`src/rtl/instr_encoder.sv`:
```
// instr_encoder: RV32I symbolic-op encoder that loads words into consecutive instruction-memory slots
module instr_encoder #(
  parameter int          ADDR_WIDTH = 8,
  parameter logic [31:0] BASE_ADDR  = 32'h0
) (
  input  logic                  clk,
  input  logic                  reset,
  input  logic                  clear,
  input  logic                  in_valid,
  output logic                  in_ready,
  input  logic [3:0]            op,
  input  logic [4:0]            rd,
  input  logic [4:0]            rs1,
  input  logic [4:0]            rs2,
  input  logic [12:0]           imm,
  output logic                  mem_we,
  output logic [31:0]           mem_addr,
  output logic [31:0]           mem_wdata,
  output logic [ADDR_WIDTH:0]   count,
  output logic                  full,
  output logic                  err
);
  typedef enum logic [1:0] {IDLE, ENC, WR} state_t;
  state_t st;
  logic [3:0] op_q;
  logic [4:0] rd_q, rs1_q, rs2_q;
  logic [12:0] imm_q;
  logic we_q;
  logic [2:0] f3;
  logic [6:0] opc;
  logic is_r, is_s, is_b, legal;
  logic [31:0] word;
  // count doubles as the write pointer: it only ever advances by one per written word
  assign full = count == {1'b1, {ADDR_WIDTH{1'b0}}};
  assign in_ready = (st == IDLE) & ~full & ~clear;
  assign mem_we = we_q & ~clear;
  // decode captured op into field values, range-check the immediate and assemble the word
  always_comb begin
    f3 = (op_q == 4'd2 || op_q == 4'd6) ? 3'b111 :
         (op_q == 4'd3 || op_q == 4'd7) ? 3'b110 :
         (op_q == 4'd4 || op_q == 4'd8 || op_q == 4'd9 || op_q == 4'd10) ? 3'b010 :
         (op_q == 4'd12) ? 3'b001 :
         (op_q == 4'd13) ? 3'b100 :
         (op_q == 4'd14) ? 3'b101 : 3'b000;
    is_r = op_q <= 4'd4;
    is_s = op_q == 4'd10;
    is_b = op_q >= 4'd11 && op_q <= 4'd14;
    opc = is_r ? 7'b0110011 :
          (op_q <= 4'd8) ? 7'b0010011 :
          (op_q == 4'd9) ? 7'b0000011 :
          is_s ? 7'b0100011 : 7'b1100011;
    legal = (op_q != 4'd15) & (is_b ? ~imm_q[0] : (is_r | (imm_q[12] == imm_q[11])));
    word = is_r ? {(op_q == 4'd1) ? 7'b0100000 : 7'b0000000, rs2_q, rs1_q, f3, rd_q, opc} :
           is_s ? {imm_q[11:5], rs2_q, rs1_q, f3, imm_q[4:0], opc} :
           is_b ? {imm_q[12], imm_q[10:5], rs2_q, rs1_q, f3, imm_q[4:1], imm_q[11], opc} :
                  {imm_q[11:0], rs1_q, f3, rd_q, opc};
  end
  // accept -> encode -> write sequencer; clear aborts from any state and rewinds the pointer
  always_ff @(posedge clk or negedge reset) begin
    if (!reset) begin
      st <= IDLE;
      op_q <= '0;
      rd_q <= '0;
      rs1_q <= '0;
      rs2_q <= '0;
      imm_q <= '0;
      we_q <= 1'b0;
      mem_wdata <= '0;
      mem_addr <= BASE_ADDR;
      count <= '0;
      err <= 1'b0;
    end else if (clear) begin
      st <= IDLE;
      we_q <= 1'b0;
      mem_addr <= BASE_ADDR;
      count <= '0;
      err <= 1'b0;
    end else begin
      case (st)
        IDLE: if (in_valid && in_ready) begin
          op_q <= op;
          rd_q <= rd;
          rs1_q <= rs1;
          rs2_q <= rs2;
          imm_q <= imm;
          st <= ENC;
        end
        ENC: if (legal) begin
          mem_wdata <= word;
          we_q <= 1'b1;
          st <= WR;
        end else begin
          err <= 1'b1;
          st <= IDLE;
        end
        WR: begin
          we_q <= 1'b0;
          count <= count + 1'b1;
          mem_addr <= BASE_ADDR + 32'({count + 1'b1, 2'b00});
          st <= IDLE;
        end
        default: st <= IDLE;
      endcase
    end
  end
endmodule

```
`config.mk`:
```
export PLATFORM = sky130hd
export DESIGN_NAME = instr_encoder
export DESIGN_NICKNAME = d
export VERILOG_FILES = /design/src/rtl/instr_encoder.sv
export SDC_FILE = /design/constraint.sdc
export NUM_CORES = 1
export LEC_CHECK = 0
export ABC_CLOCK_PERIOD_IN_PS = 2600
export CAP_MARGIN = 25
export CORE_MARGIN = 5
export CORE_UTILIZATION = 48
export CTS_CLUSTER_DIAMETER = 120
export DETAILED_ROUTE_END_ITERATION = 10
export PLACE_DENSITY = 0.87
export SLEW_MARGIN = 40
export SYNTH_ARGS = -nofsm -noshare
export SYNTH_HDL_FRONTEND = slang
export SYNTH_SLANG_ARGS = --single-unit
```
`constraint.sdc`:
```
create_clock -name clk -period 2.6 [get_ports clk]
set_input_delay 0.78 -clock clk [delete_from_list [all_inputs] [get_ports clk]]
set_output_delay 0.78 -clock clk [all_outputs]
set_load 0.005 [all_outputs]
```
==> summary.txt <==
Setup path
  • Crit path capture type: output pin
  • CP Launch Type: flop
  • Crit Path Class: flop to output pin
  • Worst Path Arrival: 1.77 ns
  • Worst Setup SP: mem_addr[4]
  • Data required, critical path: 1.82 ns
  • Reg-to-reg startpoint: mem_addr[4]
  • Maximum fanout along the worst path: 2

Pwr
  • PD cells: 809 nW/µm²
  • Leakage: 2.27 nW
  • Combinational Power Share: 37.7%
  • IR drop worst, VDD: 0.523 mV
  • Clock group share of total power: 20.4%
  • Psw: 1.29 mW
  • Int Power: 2.82 mW
  • Seq pwr share: 41.9%
  • Switch share: 31.4%

Logic synthesis
  • Async SR Flop Fraction: 100%
  • Post-synth EDFFs: 0
  • Post-synthesis cell area: 4040 µm²
  • Cells after Synth: 344
  • YS warnings: 0
  • Sequential-to-total area share from yosys stat: 45.9%
  • Top FF cell, synth: dfrtp_1
  • Netlist cell types: 51
  • Post-Syn Area per Cell: 11.7 µm²
  • #FFs+latches synth: 74

Routing
  • WL/cell: 16.1 µm
  • Vias per Instance: 5.35
  • ANT nets after route: 0
  • Drt total wl: 8690 µm
  • Drt initial violations: 109
  • Vias: 2,881
  • Drt first pass iters: 4
  • Residual DRC count: 0

GRT
  • Total grt overflow: 0
  • Vias in the first global route: 2,958
  • Largest net degree at the start of global routing: 75
  • First-pass GRT wire length: 14,200 µm
  • Total GRT Usage: 17.3%
  • Initial antenna violation count: 0

Cells and area
  • Ant. Diodes: 0
  • Sequential cell area: 1850 µm²
  • Commonest non-fill, non-tap cell in the layout: clkdlybuf4s50_1
  • Most frequent cells in the layout: clkdlybuf4s50_1, dfrtp_1, mux2_4
  • Synthesis-to-layout area growth: 26.0%
  • Layout cells sized above 1: 19.8%
  • Fillers: 637
  • Area of the multi-input gates: 1830 µm²
  • Final Cell Area: 5090 µm²
  • Post-Layout Cell Count: 539
  • Final nets: 467

Timing
  • Final Cycle Share: 98.3%
  • Slew Limit Fails: 0
  • Final setup fails: 0
  • Fmax: 391 MHz
  • RSZ-0062 raised after global routing: yes
  • Fin. Hold Viols: 0
  • Final Skew: 0.0127 ns
  • Final min period: 2.55 ns

CTS
  • Bufs on Longest Clock Path: 2
  • Clock sinks: 74
  • CTS H-Tree Depth: 3
  • Hold-fix buffers at CTS: 0
  • CTS tree: yes
  • Worst-path clk slew: 0.08 ns
  • CTS buffer count: 9
  • Clk root buf: clkbuf_8
  • Clk_lat worst skew: 0.34 ns

Min path
  • Hold WC Path Type: primary input to asynchronous set/reset pin

Die
  • Initial Utilization: 49.1%
  • Die area: 10,300 µm²
  • Num rows: 33
  • Die H: 102 µm
  • Ports: 113
  • Core Region: 8220 µm²
  • Die Width: 102 µm

Placed design
  • GPL Wtd Cong: 0.785
  • HPWL Detailed: 6230 µm
  • Placed cells: 522
  • Post-place instance area: 4880 µm²
  • IO Port Bufs: 87

Run status
  • Outcome: completed

Run
  • Max Cap Viol: 0
[path summary, 6_finish.rpt]
| check | to | slack [ns] | cells past startpoint |
|---|---|---|---|
| max in group asynchronous | mem_addr[7] | 1.85 | 2 |
| max | in_ready | 0.05 | 3 |
| min in group clk | mem_wdata[23] | 0.50 | 1 |
| max reg2reg | op_q[0] | 0.37 | 5 |
| min | rs2_q[2] | 0.43 | 2 |
| min reg2reg | mem_wdata[23] | 0.50 | 1 |
[area by class of cell]
cell class | count | area share [%]
well taps | 105 | 2.58
inverters | 21 | 1.55
repair buffers | 103 | 19.8
clock buffers | 11 | 2.98
flip-flops and latches | 74 | 36.4
clock inverters | 5 | 0.738
multi-input cells | 220 | 35.9
[Yosys cell counts, types with 6 or more instances]
cell type	instances	share of area, %
buf_4	38	7.1
clkbuf_1	9	0.84
dfrtp_1	74	46
nor2_1	19	1.8
a21oi_1	8	0.99
mux2i_1	12	3.0
mux2_2	14	3.9
o221ai_1	9	2.0
mux2_4	29	11
mux2_1	8	2.2
o22ai_1	9	1.4
inv_1	21	2.0
xor2_1	8	1.7
a22oi_1	6	1.1
nand2_1	13	1.2
[cells by family (layout without fill, tap and decap cells)]
kind of cell / count (synthesis) / count (layout) / synth area share, %
muxes: 63 / 63 / 19.9
and+or+nand+nor: 62 / 62 / 8.55
xor gates and xnor gates: 9 / 9 / 1.95
adders and majority gates: 3 / 3 / 0.899
buffers and inverters: 74 / 140 / 11.7
AOI/OAI and AO/OA: 58 / 58 / 11.1
DFF: 74 / 74 / 45.9
other: 1 / 25 / 0.0929
[sequential cells by signal (all words and copies together) (netlist names)]
signal / cells
op_q: 4
rs1_q: 5
imm_q: 13
mem_wdata: 29
rs2_q: 5
st: 2
err: 1
rd_q: 5
mem_addr: 9
we_q: 1
[power by group through the flow]
stage	Sequential, mW	Clock [mW]	Combinational (mW)
2_1_floorplan	1.71	0	0.857
3_3_place_gp	1.73	0	1.50
3_5_place_dp	1.74	0	1.56
4_1_cts	1.73	0.860	1.57
5_1_grt	1.77	0.905	1.70
6_report	1.73	0.839	1.55
[metal layers]
| metal | GRT usage [%] | up-vias | routed length [µm] |
|---|---|---|---|
| met2 | 30.0 | 127 | 4320 |
| met5 | 0 | - | 0 |
| met1 | 21.0 | 1394 | 3470 |
| met3 | 5.10 | 19 | 748 |
| li1 | - | 1341 | - |
| met4 | 5.01 | 0 | 151 |
[metrics by stage]
| stage | utilization (%) | power (mW) | setup TNS [ns] | hold WS [ns] | setup WS (ns) |
|---|---|---|---|---|---|
| after CTS | 61.9 | 4.16 | 0 | 0.455 | 0.0348 |
| after global routing | 61.9 | 4.38 | -0.00247 | 0.447 | -0.00247 |
| final | 61.9 | 4.12 | 0 | 0.434 | 0.0450 |
| after global placement | 59.4 | 3.23 | -0.470 | 0.469 | -0.292 |
| after detailed placement | 59.4 | 3.30 | -0.624 | 0.478 | -0.414 |
| after floorplan | - | 2.57 | 0 | 0.476 | 0.435 |
[worst max-delay path: stages, from the launching register on]
cell and delay (ns):
dfrtp_1 0.38, or4_4 0.55, o41a_4 0.37, buf_2 0.14
[timing repair]
item | in CTS | in global routing
setup endpoints to repair | 3 | 1
resized for setup | 8 | 1
pin swaps | 1 | 0
buffers inserted | 1 | 0
hold endpoints to repair | 0 | 0
Power figures use the tool's default switching activity.
